<file path="src/rtl/phase_sequencer_pkg.sv">
// Shared definitions for the instruction phase sequencer and its controller.
package phase_sequencer_pkg;

  typedef enum logic [1:0] {
    ST_IDLE   = 2'd0,
    ST_RUN    = 2'd1,
    ST_STEP   = 2'd2,
    ST_HALTED = 2'd3
  } seq_state_t;

  // Phase in which the controller decodes a halt instruction.
  localparam logic [2:0] PH_HALT_CHK = 3'd4;
  // Final phase of an instruction; leaving it retires the instruction.
  localparam logic [2:0] PH_LAST     = 3'd7;

  function automatic logic [2:0] next_phase(input logic [2:0] ph);
    return ph + 3'd1;
  endfunction

endpackage

</file>
<file path="src/rtl/phase_sequencer_wait_timer.sv">
// Memory wait-state counter: counts consecutive stalled cycles and flags the
// cycle in which the count would reach MAX_WAIT.
module wait_timer #(
  parameter int MAX_WAIT = 15
) (
  input  logic clk,
  input  logic rst,
  input  logic i_stall,
  output logic o_expire
);

  localparam int CW = $clog2(MAX_WAIT + 1);

  logic [CW-1:0] r_count;
  logic          w_at_limit;

  // The current stalled cycle is the MAX_WAIT-th consecutive one.
  assign w_at_limit = (r_count == CW'(MAX_WAIT - 1));
  assign o_expire   = i_stall && w_at_limit;

  // Count stalled cycles; any advancing or idle cycle, and the expiry itself, clears.
  always_ff @(posedge clk or posedge rst) begin
    if (rst) begin
      r_count <= '0;
    end else if (!i_stall || w_at_limit) begin
      r_count <= '0;
    end else begin
      r_count <= r_count + CW'(1);
    end
  end

endmodule

</file>
<file path="src/rtl/phase_sequencer.sv">
// Instruction phase sequencer: steps a controller through phases 0..7, holds
// the phase during memory wait states, and handles run/step/halt control.
//
// state     | meaning
// ST_IDLE   | no instruction in flight, phase held at 0
// ST_RUN    | continuous execution
// ST_STEP   | executing one instruction, returns to IDLE after phase 7
// ST_HALTED | stopped by halt decode or memory timeout, phase held at 0
module phase_sequencer
  import phase_sequencer_pkg::*;
#(
  parameter int MAX_WAIT = 15,
  parameter int CNT_W    = 16
) (
  input  logic             clk,
  input  logic             rst,
  input  logic             run_req,
  input  logic             step_req,
  input  logic             halt,
  input  logic             rd,
  input  logic             wr,
  input  logic             mem_ready,
  output logic [2:0]       phase,
  output logic             running,
  output logic             halted,
  output logic             stall,
  output logic             mem_timeout,
  output logic [CNT_W-1:0] instr_count
);

  seq_state_t       r_state, w_nxt_state;
  logic [2:0]       r_phase, w_nxt_phase;
  logic [CNT_W-1:0] r_instr_cnt, w_nxt_instr_cnt;
  logic             r_timeout, w_nxt_timeout;
  logic             r_stall, w_nxt_stall;
  logic             w_active;
  logic             w_stall;
  logic             w_expire;
  logic             w_retire;

  assign w_active = (r_state == ST_RUN) || (r_state == ST_STEP);
  assign w_stall  = w_active && (rd || wr) && !mem_ready;
  assign w_retire = w_active && !w_stall && (r_phase == PH_LAST);

  wait_timer #(
    .MAX_WAIT(MAX_WAIT)
  ) u_wait_timer (
    .clk     (clk),
    .rst     (rst),
    .i_stall (w_stall),
    .o_expire(w_expire)
  );

  // State, phase, counters and flags; reset abandons any instruction in flight.
  always_ff @(posedge clk or posedge rst) begin
    if (rst) begin
      r_state     <= ST_IDLE;
      r_phase     <= 3'd0;
      r_instr_cnt <= '0;
      r_timeout   <= 1'b0;
      r_stall     <= 1'b0;
    end else begin
      r_state     <= w_nxt_state;
      r_phase     <= w_nxt_phase;
      r_instr_cnt <= w_nxt_instr_cnt;
      r_timeout   <= w_nxt_timeout;
      r_stall     <= w_nxt_stall;
    end
  end

  // Next-state decode; priority is timeout, halt, retirement, then requests.
  always_comb begin
    w_nxt_state     = r_state;
    w_nxt_phase     = r_phase;
    w_nxt_instr_cnt = r_instr_cnt;
    w_nxt_timeout   = r_timeout;
    w_nxt_stall     = 1'b0;
    case (r_state)
      ST_IDLE: begin
        w_nxt_phase = 3'd0;
        if (run_req) begin
          w_nxt_state = ST_RUN;
        end else if (step_req) begin
          w_nxt_state = ST_STEP;
        end
      end
      ST_RUN, ST_STEP: begin
        if (w_expire) begin
          w_nxt_state   = ST_HALTED;
          w_nxt_phase   = 3'd0;
          w_nxt_timeout = 1'b1;
        end else if (!w_stall && (r_phase == PH_HALT_CHK) && halt) begin
          w_nxt_state = ST_HALTED;
          w_nxt_phase = 3'd0;
        end else begin
          if (w_stall) begin
            w_nxt_stall = 1'b1;
          end else begin
            w_nxt_phase = next_phase(r_phase);
          end
          if (w_retire) begin
            w_nxt_instr_cnt = r_instr_cnt + {{(CNT_W-1){1'b0}}, 1'b1};
            if (r_state == ST_STEP) begin
              w_nxt_state = ST_IDLE;
            end
          end else if ((r_state == ST_STEP) && run_req) begin
            w_nxt_state = ST_RUN;
          end
        end
      end
      ST_HALTED: begin
        w_nxt_phase = 3'd0;
        if (run_req) begin
          w_nxt_state   = ST_RUN;
          w_nxt_timeout = 1'b0;
        end else if (step_req) begin
          w_nxt_state = ST_STEP;
        end
      end
      default: begin
        w_nxt_state = ST_IDLE;
        w_nxt_phase = 3'd0;
      end
    endcase
  end

  assign phase       = r_phase;
  assign running     = w_active;
  assign halted      = (r_state == ST_HALTED);
  assign stall       = r_stall;
  assign mem_timeout = r_timeout;
  assign instr_count = r_instr_cnt;

endmodule

</file>
<file path="config.mk">
export PLATFORM = sky130hd
export DESIGN_NAME = phase_sequencer
export DESIGN_NICKNAME = d
export VERILOG_FILES = /design/src/rtl/phase_sequencer_pkg.sv /design/src/rtl/phase_sequencer_wait_timer.sv /design/src/rtl/phase_sequencer.sv
export SDC_FILE = /design/constraint.sdc
export NUM_CORES = 1
export LEC_CHECK = 0
export BUFFER_PORTS_ARGS = -buffer_cell sky130_fd_sc_hd__buf_2
export CORE_ASPECT_RATIO = 1.4
export CORE_MARGIN = 2
export CORE_UTILIZATION = 30
export CTS_CLUSTER_SIZE = 40
export DETAILED_ROUTE_END_ITERATION = 10
export PLACE_DENSITY = 0.48
export SLEW_MARGIN = 20
export SYNTH_ARGS = -nofsm -noshare
export SYNTH_HDL_FRONTEND = slang
export SYNTH_SLANG_ARGS = --single-unit
</file>
<file path="constraint.sdc">
create_clock -name clk -period 6.3 [get_ports clk]
set_input_delay 0.315 -clock clk [delete_from_list [all_inputs] [get_ports clk]]
set_output_delay 0.315 -clock clk [all_outputs]
set_load 0.01 [all_outputs]
</file>
-- Word-level counts from Yosys, hierarchy flattened
Cells that the tools add are included.
- register bits: 27
- word-level logic and storage cells: 63
- add/subtract/negate cells: 3
- equal/unequal tests: 12
- muxes and demuxes: 20
- bitwise logic cells: 2
- reduce and logical (&&, ||, !) cells: 20
- operator list (kind ; count):
    16-bit by 1-bit adder with 16-bit output (second input constant) ; 1
    2-bit 2-to-1 mux ; 7
    5-bit by 4-bit inequality test with 1-bit output (second input constant) ; 2
    3-bit 2-to-1 mux ; 3
    1-bit logical AND ; 8
    3-bit equality test (second input constant) ; 2
    1-bit 2-to-1 mux ; 6
    3-bit case mux with 2 select lines ; 1
    3-bit AND reduction ; 2
    4-bit by 1-bit adder with 4-bit output (second input constant) ; 1
    2-bit equality test (second input constant) ; 2
    4-bit equality test (second input constant) ; 1
    4-bit 2-to-1 mux ; 1
    4-bit inequality test (second input constant) ; 1
    2-bit case mux with 2 select lines ; 1
    4-bit AND reduction ; 1
    2-bit OR reduction ; 2
    3-bit by 1-bit adder with 3-bit output (second input constant) ; 1
    1-bit logical OR ; 3
    3-bit by 1-bit inequality test with 1-bit output (second input constant) ; 1
    2-bit by 1-bit equality test with 1-bit output (second input constant) ; 1
    1-bit zero test ; 2
    2-bit zero test ; 1
    2-bit by 1-bit inequality test with 1-bit output (second input constant) ; 1
    other kinds (4) ; 5

-- Logic depth before layout (Yosys ltp)
Gate-level depths: netlist of the first run.
- depth after elaboration: 11
- gate-level depth with buffers: 8
- depth with buffers taken out: 7

-- Hierarchy
A second synthesis of the first run with hierarchy kept.
- cells, all modules: 143
- area, all modules: 1447.6 um^2
- by module, submodules not included (module ; times used ; cells each ; area an instance (um^2) ; sequential area each (um^2)):
    phase_sequencer ; 1 ; 122 ; 1234.9 ; 575.6
    wait_timer ; 1 ; 21 ; 212.7 ; 100.1

-- Worst setup path before layout of the first run
No wires, ideal clock.
- path type: register to register
- start: register r_state[0]
- end: register r_instr_cnt[12], in the netlist instr_count[12]
- setup time: 0.126 ns
- arrival: 1.982 ns
- data required time: 6.174 ns
- path slack: 4.192 ns
- cell stages (with the launch flop): 7
- buffers on the path: 0
- clock period less this slack: 2.108 ns
- path through: dfrtp_1 > inv_1 > ha_1 > nand2b_4 > or3_4 > or4_4 > xnor2_2
- word-level cells in the longest chain between the ends: 9
- RTL lines (what ; RTL line ; text):
    start, declared ; phase_sequencer.sv:31 ; seq_state_t r_state, w_nxt_state;
    start signal, assigned ; phase_sequencer.sv:63 ; r_state <= w_nxt_state;
    2-bit by 1-bit equality test with 1-bit output or 2-bit equality test (tied branches) ; phase_sequencer.sv:41, phase_sequencer.sv:78 ;
    1-bit logical OR ; phase_sequencer.sv:41 ; assign w_active = (r_state == ST_RUN) || (r_state == ST_STEP);
    1-bit logical AND (2 in series) ; phase_sequencer.sv:42 ; assign w_stall = w_active && (rd || wr) && !mem_ready;
    1-bit zero test ; phase_sequencer.sv:43, phase_sequencer.sv:92 ;
    1-bit logical AND (2 in series) ; phase_sequencer.sv:92 ; end else if (!w_stall && (r_phase == PH_HALT_CHK) && halt) begin
    1-bit NOT (no line) ; -- ;
    4-bit AND reduction (no line) * ; -- ;
    end signal, assigned ; phase_sequencer.sv:65 ; r_instr_cnt <= w_nxt_instr_cnt;
    end, declared ; phase_sequencer.sv:33 ; logic [CNT_W-1:0] r_instr_cnt, w_nxt_instr_cnt;
Every way passes the cells marked *; elsewhere a longest branch is shown, timed or not.
A chain may end at the register's enable or synchronous reset.

-- Worst setup path in the final report of the first run
- start: register r_state[0]
- end: register r_instr_cnt[7], in the netlist instr_count[7]
Same word-level chain as after synthesis.

==> results_dict.tcl, run 1 <==
set metrics [dict create \
    wl_microns 2890 \
    drc 0 \
    hp-class "in -> async" \
    synth_most_common_cell "dfrtp_1" \
    dr_wl_met3_microns 114 \
    period_share 0.356 \
    drt_iter0_markers 65 \
    crit_chain "inv_1 -> ha_1 -> nand2b_4 -> nor4_1 -> nand3_1 -> nor2_1 -> xor2_1" \
    core-area_sq_um 4460 \
    powerDensity_nw_per_um2 321 \
    cts.hold.buffers_added 0 \
    max_freq_mhz 446 \
    ir_drop_mv 0.137 \
    cpPeakStageDelay_ps 520 \
    cts_buffers 3 \
    syn_nets 148 \
    synth_top_area_frac 0.496 \
    rows 29 \
    synthFlopType "dfrtp_1" \
    fin_worst_skew_ps 2.82 \
    r2r_start "r_state[0]" \
    num_io_pins 31 \
    vias 1069 \
    arrival_ps 2450 \
    cp_max_fo 7 \
    die_w_microns 60.9 \
    grt_max_degree 28 \
    place.gp.congestion 0.870 \
    crit_start "r_state[0]" \
    antenna_found_initial 0 \
    dr.pass1.iters 4 \
    grtUsageTotal 0.130 \
    drt.antenna.violating_nets 0 \
    setup_violations 0 \
    setup_tns_ps 0 \
    cp.required_ps 6510 \
    dp_hpwl_microns 2210 \
    synth.distinct_cells 30 \
    cap_violations 0 \
    yosys_warnings 0 \
    dp.cells 222 \
    root_buffer "clkbuf_8" \
    diodes 0 \
    insertion_delay_ps 270 \
    post_cts_buffers 0 \
    relSlewSlack 0.605 \
    grt_pass1_vias 1171 \
    cts_sinks 27 \
    portBuffers 30 \
    dieArea_sq_um 5100 \
    worst_hold_slack_ps 91.6 \
    wl_met2_microns 1520 \
    clk_path_buf_depth 2 \
    syn_area_sq_um 1360 \
    finalHoldViolCount 0 \
    cts_resized 0 \
    synthTopCellsByArea "dfrtp_1, ha_1, xnor2_1" \
    routed_via_density 4.73 \
    grt_first_pass_wirelength_microns 5140 \
    seq_area_frac_synth 0.496 \
    critPathKind "reg -> reg" \
    cts_tree "yes" \
    synth_area_per_cell_sq_um 10.4 \
    drt-met1-wl_microns 1210 \
    cp-end-kind "flop" \
    routed.top_layer "met4" \
    ys_ff_latch 27 \
    period_needed_ps 2240 \
    synth_area_leader_cell "dfrtp_1" \
    wl_per_cell_microns 12.8 \
    synthTopCellsByCount "dfrtp_1, nor2_1, xnor2_1" \
    final_cells 226 \
    tightest_slew_ps 592 \
    synth_edf_count 0 \
    p_leak_nw 0.798 \
    placed_cell_area_sq_um 1580 \
    status "completed" \
    cp_slowest_cell "nor4_1" \
    crit_path_start_kind "flop" \
    async_flop_share 1.00 \
    syn_to_final_growth_pct 19.7 \
    clk_pin_slew_ps 90 \
    fin_nets 182 \
    final_area_sq_um 1630 \
    start_util 0.305 \
    die_h_microns 83.7 \
    slew_violations 0 \
    grt.overflow.total 0 \
    syn_inst 131 \
    rsz0062_at_grt "false" \
    htreeDepth 1 \
    post_route_cells_drive_above_1_share 0.238 \
]
[final timing paths]
check                                  end  slack [ps]  cells past startpoint
setup / recovery            instr_count[7]        4060                      7
hold / removal                       stall          90                      2
setup reg to reg            instr_count[7]        4060                      7
hold reg to reg            instr_count[15]         470                      1
max in group asynchronous   instr_count[4]        5820                      2
min in group clk               mem_timeout         380                      4
[worst max-delay path, delay by kind of cell, from the launching register on]
kind          cells  cell delay [ps]
fa+ha+maj         1              370
buf+inv           1               70
simple gates      4             1190
flops             1              390
xor+xnor          1              160
[flip-flops by register name, summed over array words and instances (netlist names)]
| signal | count |
|---|---|
| instr_count | 16 |
| stall | 1 |
| r_state | 2 |
| u_wait_timer.r_count | 4 |
| mem_timeout | 1 |
| phase | 3 |
[metrics by stage]
step	worst slack (ps)	power [mW]	util
finish	4060	0.523	0.365
global route	3830	0.568	0.365
CTS	4070	0.531	0.365
detailed placement	4110	0.428	0.355
global placement	4150	0.422	0.355
floorplan	4190	0.364	-
[layer usage]
metal	track usage	vias to the layer above
met5	0	-
met4	0.0494	0
met3	0.0171	5
met2	0.228	29
met1	0.153	520
li1	-	515
[logic make-up after synthesis]
logic type                 count (synthesis)  synth area share
xor gates and xnor gates                  17             0.115
AOI/OAI and AO/OA                         15            0.0827
DFF                                       27             0.496
buffers and inverters                     10            0.0285
and+or+nand+nor                           53             0.195
adders and majority gates                  9            0.0827
[report_power, final]
part / switching [mW] / internal (mW) / total [mW]
clock network: 0.0557 / 0.0454 / 0.101
registers: 0.0257 / 0.202 / 0.228
logic: 0.111 / 0.0832 / 0.194
total: 0.192 / 0.331 / 0.523
[cell usage in the layout, fill, tap and decap left out, types with 2 or more instances in the layout]
master and n:
and3_1 2, buf_2 30, clkbuf_8 3, dfrtp_1 27, ha_1 9, inv_1 8
nand2_1 11, nand3_1 10, nand4_1 5, nor2_1 17, nor3_1 2, o21ai_0 4
o22ai_1 2, xnor2_1 12, xor2_1 4
[area by class of cell]
| class | instances | area [sq um] |
|---|---|---|
| inverters | 9 | 33.8 |
| multi-input cells | 94 | 647 |
| flip-flops and latches | 27 | 676 |
| clock buffers | 4 | 45.0 |
| fillers | 470 | 2830 |
| well taps | 62 | 77.6 |
| repair buffers | 30 | 150 |
Power figures use the tool's default switching activity.
==> inputs of run 2 (changes only) <==
==> constraint.sdc (replaced) <==
create_clock -name clk -period 2.15 [get_ports clk]
set_input_delay 0.1075 -clock clk [delete_from_list [all_inputs] [get_ports clk]]
set_output_delay 0.1075 -clock clk [all_outputs]
set_load 0.01 [all_outputs]
==> run 2 against run 1 <==
  * Cell count increased by 3.5%
  * Wire length increased by 1.2%
  * Global-route usage decreased by 0.25 points
  * Count of clock-buffer cells in the layout decreased by 1
  * Worst setup slack got worse by 4000 ps
  * Via count increased by 0.65%
  * Worst hold slack improved by 62 ps
  * Register-to-register slack got worse by 4000 ps
  * Die area unchanged
  * Maximum frequency increased by 7.5%
  * Cell area increased by 4.8%
  * Largest power group unchanged
==> results_dict.tcl, run 2 (synthesized netlist as in run 1, its figures left out) <==
set metrics [dict create \
    num_io_pins 31 \
    fin_nets 190 \
    dr.pass1.iters 4 \
    vias 1076 \
    p_sw_frac 0.368 \
    portBuffers 30 \
    relSlewSlack 0.700 \
    crit_start "r_state[0]" \
    cp_max_fo 5 \
    r2r-end "instr_count[12]" \
    fin_worst_skew_ps 5.14 \
    cts_tree "yes" \
    p_leak_nw 0.841 \
    layout_commonest_cell "buf_2" \
    hold_path_end "mem_timeout" \
    start_util 0.305 \
    final_area_sq_um 1710 \
    routed.top_layer "met4" \
    clk_pin_slew_ps 100 \
    critPathKind "reg -> reg" \
    grt_pass1_vias 1106 \
    post_route_cells_drive_above_1_share 0.285 \
    period_needed_ps 2080 \
    cpPeakStageDelay_ps 530 \
    finalHoldViolCount 0 \
    slew_violations 0 \
    r2r_start "r_state[0]" \
    drt.antenna.violating_nets 0 \
    dr_wl_met3_microns 114 \
    antenna_found_initial 0 \
    post-route-util 0.382 \
    setup_tns_ps 0 \
    htreeDepth 1 \
    cp.required_ps 2320 \
    setup_violations 0 \
    worstRegToRegCells 6 \
    pwr-share-comb 0.390 \
    syn_to_final_growth_pct 25.4 \
    grt.overflow.total 0 \
    dieArea_sq_um 5100 \
    reg2reg_setup_slack_ps 70 \
    placed_cell_area_sq_um 1620 \
    wl_met2_microns 1500 \
    dp_hpwl_microns 2250 \
    largest_reg_flops 16 \
    crit_chain "inv_1 -> ha_1 -> nand2b_4 -> or3_4 -> or4_4 -> xnor2_2" \
    grt_first_pass_wirelength_microns 4910 \
    ir_drop_mv 0.488 \
    wl_microns 2920 \
    switchingPower_uw 583 \
    cp-end-kind "flop" \
    diodes 0 \
    root_buffer "clkbuf_8" \
    wl_per_cell_microns 12.5 \
    cts_sinks 27 \
    clk_path_buf_depth 2 \
    die_w_microns 60.9 \
    routed_via_density 4.60 \
    whs_path_depth 4 \
    multi_input_area_sq_um 661 \
    drc 0 \
    rows 29 \
    clkPwrFrac 0.188 \
    period_share 0.969 \
    drt_iter0_markers 52 \
    powerDensity_nw_per_um2 929 \
    seqPwrFrac 0.421 \
    hp-start "run_req" \
    cp_slowest_cell "or4_4" \
    crit_path_start_kind "flop" \
    grt_max_degree 28 \
    hp-class "in -> reg" \
    arrival_ps 2260 \
    intPower_mw 1.00 \
    max_freq_mhz 480 \
    status "completed" \
    die_h_microns 83.7 \
    layout_common_cells "buf_2, dfrtp_1, nor2_1" \
    cap_violations 0 \
    tightest_slew_ps 446 \
    drt-met1-wl_microns 1240 \
    fillers 452 \
    seq_area_sq_um 676 \
    grtUsageTotal 0.127 \
    cts_buffers 3 \
    core-area_sq_um 4460 \
    place.gp.congestion 0.863 \
    insertion_delay_ps 280 \
]
## run 2: cell type report
class	count	share of cell area
tap	62	0.0455
multi-input combinational	94	0.387
clock inverter	1	0.00293
sequential	27	0.396
inverter	9	0.0198
clock buffer	3	0.0242
timing repair buffer	38	0.125
## run 2: how the worst max path moves through the flow
stage	cells after the start	endpoint	slack (ps)
global route	6	instr_count[12]	-20
detailed placement	6	instr_count[12]	30
CTS	6	instr_count[12]	20
global placement	6	instr_count[12]	80
finish	6	instr_count[12]	70
floorplan	6	instr_count[12]	40
## run 2: metal layers
layer,vias up,global-route usage
met3,5,0.0186
met4,0,0.0573
met1,515,0.144
met2,29,0.224
li1,527,-
met5,-,0
## run 2: timing repair
item | 4_1_cts | 5_1_grt
endpoints found under the hold margin | 27 | 0
endpoints found under the setup margin | 0 | 5
hold buffers | 1 | 0
buffers inserted | 0 | 2
gates resized for setup | 0 | 3
## run 2: power groups by stage
stage	logic [mW]	clock network (mW)	registers, mW
6_report	0.619	0.298	0.668
5_1_grt	0.710	0.333	0.683
4_1_cts	0.614	0.318	0.669
3_5_place_dp	0.609	0	0.680
3_3_place_gp	0.594	0	0.673
2_1_floorplan	0.376	0	0.690
## run 2: through the flow
step / hold slack [ps] / total power [mW] / worst slack, ps / cells
floorplan: 160 / 1.07 / 42.1 / 131
global placement: 186 / 1.27 / 81.1 / 227
detailed placement: 197 / 1.29 / 33.4 / 227
CTS: 149 / 1.60 / 17.4 / 232
global route: 168 / 1.73 / -19.5 / 234
finish: 153 / 1.59 / 65.6 / 234
## run 2: critical path, delay by kind of cell (launching register included)
| kind | cells | cell delay (ps) |
|---|---|---|
| and+or+nand+nor | 3 | 1090 |
| DFF | 1 | 390 |
| adders and majority gates | 1 | 290 |
| xor gates and xnor gates | 1 | 140 |
| buffers and inverters | 1 | 70 |
==> inputs of run 3 (changes only) <==
--- a/config.mk
+++ b/config.mk
@@ -7,7 +7,6 @@
 export LEC_CHECK = 0
 export BUFFER_PORTS_ARGS = -buffer_cell sky130_fd_sc_hd__buf_2
 export CORE_ASPECT_RATIO = 1.4
-export CORE_MARGIN = 2
 export CORE_UTILIZATION = 30
 export CTS_CLUSTER_SIZE = 40
 export DETAILED_ROUTE_END_ITERATION = 10
==> run 3 against run 2 <==
  * Flip-flop and latch count did not move
  * Critical endpoint unchanged
  * Cell count fell by 0.85%
  * Combinational power is 5.8% higher
  * Critical path type unchanged
  * Largest cell class unchanged
  * Largest power group unchanged
==> results_dict.tcl, run 3 (synthesized netlist as in run 1, its figures left out) <==
set metrics [dict create \
    status "completed" \
    fin_nets 190 \
    r2r-end "instr_count[12]" \
    core-area_sq_um 4270 \
    wl_microns 2950 \
    drt.antenna.violating_nets 0 \
    grt_pass1_vias 1080 \
    max_freq_mhz 482 \
    post-route-util 0.400 \
    layout_common_cells "buf_2, dfrtp_1, nor2_1" \
    clk_pin_slew_ps 90 \
    period_needed_ps 2070 \
    antenna_found_initial 0 \
    p_leak_nw 0.838 \
    clkPwrFrac 0.182 \
    final_area_sq_um 1710 \
    vias 1089 \
    setup_ws_ps 76.6 \
    crit_path_start_kind "flop" \
    cts_buffers 3 \
    critPathKind "reg -> reg" \
    rsz0062_at_grt "false" \
    fillers 450 \
    hold_path_end "mem_timeout" \
    powerDensity_nw_per_um2 945 \
    portBuffers 30 \
    layout_commonest_cell "buf_2" \
    htreeDepth 1 \
    drc 0 \
    cap_violations 0 \
    cp_max_fo 5 \
    start_util 0.319 \
    insertion_delay_ps 270 \
    final_cells 232 \
    pre_cts_ws_ps 42.7 \
    worstRegToRegCells 6 \
    rows 28 \
    worst_hold_slack_ps 162 \
    cts_sinks 27 \
    die_w_microns 58.9 \
    intPower_mw 1.03 \
    post_route_cells_drive_above_1_share 0.285 \
    switchingPower_uw 586 \
    cp-end-kind "flop" \
    period_share 0.964 \
    setup_violations 0 \
    pwr-share-comb 0.405 \
    setup_tns_ps 0 \
    p_sw_frac 0.362 \
    syn_to_final_growth_pct 25.7 \
    ir_drop_mv 0.579 \
    fin_worst_skew_ps 2.41 \
    hp-start "run_req" \
    arrival_ps 2240 \
    routed_via_density 4.69 \
    root_buffer "clkbuf_8" \
    dr.pass1.iters 4 \
    cts_tree "yes" \
    placed_cell_area_sq_um 1620 \
    largest_reg_flops 16 \
    dp_hpwl_microns 2210 \
    grt_max_degree 28 \
    wl_per_cell_microns 12.7 \
    place.gp.congestion 0.810 \
    die_h_microns 81.7 \
    dp.cells 225 \
    drt_iter0_markers 62 \
    relSlewSlack 0.684 \
    grtUsageTotal 0.133 \
    grt.overflow.total 0 \
    hp-class "in -> reg" \
    whs_path_depth 4 \
    r2r_start "r_state[0]" \
    cp.required_ps 2320 \
    finalHoldViolCount 0 \
    diodes 0 \
    num_io_pins 31 \
    dieArea_sq_um 4810 \
    grt_first_pass_wirelength_microns 4860 \
    reg2reg_setup_slack_ps 80 \
    seqPwrFrac 0.412 \
    clk_path_buf_depth 2 \
    power_mw 1.62 \
    slew_violations 0 \
    tightest_slew_ps 471 \
]
## run 3: per-layer routing
| metal | vias up | track usage | part of all wire |
|---|---|---|---|
| li1 | 526 | - | - |
| met1 | 529 | 0.151 | 0.43 |
| met2 | 30 | 0.241 | 0.52 |
| met3 | 4 | 0.0205 | 0.035 |
| met4 | 0 | 0.0595 | 0.014 |
| met5 | - | 0 | 0 |
## run 3: repair_timing
action | 4_1_cts | 5_1_grt
endpoints found under the setup margin | 0 | 4
buffers inserted | 0 | 2
resized for setup | 0 | 4
hold buffers | 1 | 0
endpoints found under the hold margin | 27 | 0
## run 3: layout make-up
cell class | instances | area (sq um) | area share
well taps | 60 | 75.1 | 0.0439
inverters | 9 | 33.8 | 0.0197
flip-flops and latches | 27 | 676 | 0.395
repair buffers | 38 | 213 | 0.124
multi-input cells | 94 | 669 | 0.391
clock buffers | 4 | 45.0 | 0.0263
## run 3: worst max-delay path, cell delays in order, from the launching register on
cell and delay (ps):
dfrtp_1 390, inv_1 110, ha_4 220, nand2b_4 150
or3_4 420, or4_4 530, xnor2_2 140
## run 3: power groups by stage
| stage | Combinational, mW | Clock [mW] | Sequential, mW |
|---|---|---|---|
| final | 0.655 | 0.295 | 0.667 |
| after global routing | 0.738 | 0.324 | 0.680 |
| after CTS | 0.610 | 0.308 | 0.667 |
| after detailed placement | 0.603 | 0 | 0.678 |
| after global placement | 0.592 | 0 | 0.672 |
| after floorplan | 0.376 | 0 | 0.690 |
## run 3: worst max-delay path by stage
| stage | from | to | slack, ps | cells after the start |
|---|---|---|---|---|
| 6_report | r_state[0] | instr_count[12] | 80 | 6 |
| 3_3_place_gp | r_state[0] | instr_count[12] | 80 | 6 |
| 3_5_place_dp | r_state[0] | instr_count[12] | 40 | 6 |
| 4_1_cts | r_state[0] | instr_count[12] | 20 | 6 |
| 2_1_floorplan | r_state[0] | instr_count[12] | 40 | 6 |
| 5_1_grt | phase[0] | instr_count[12] | 10 | 6 |
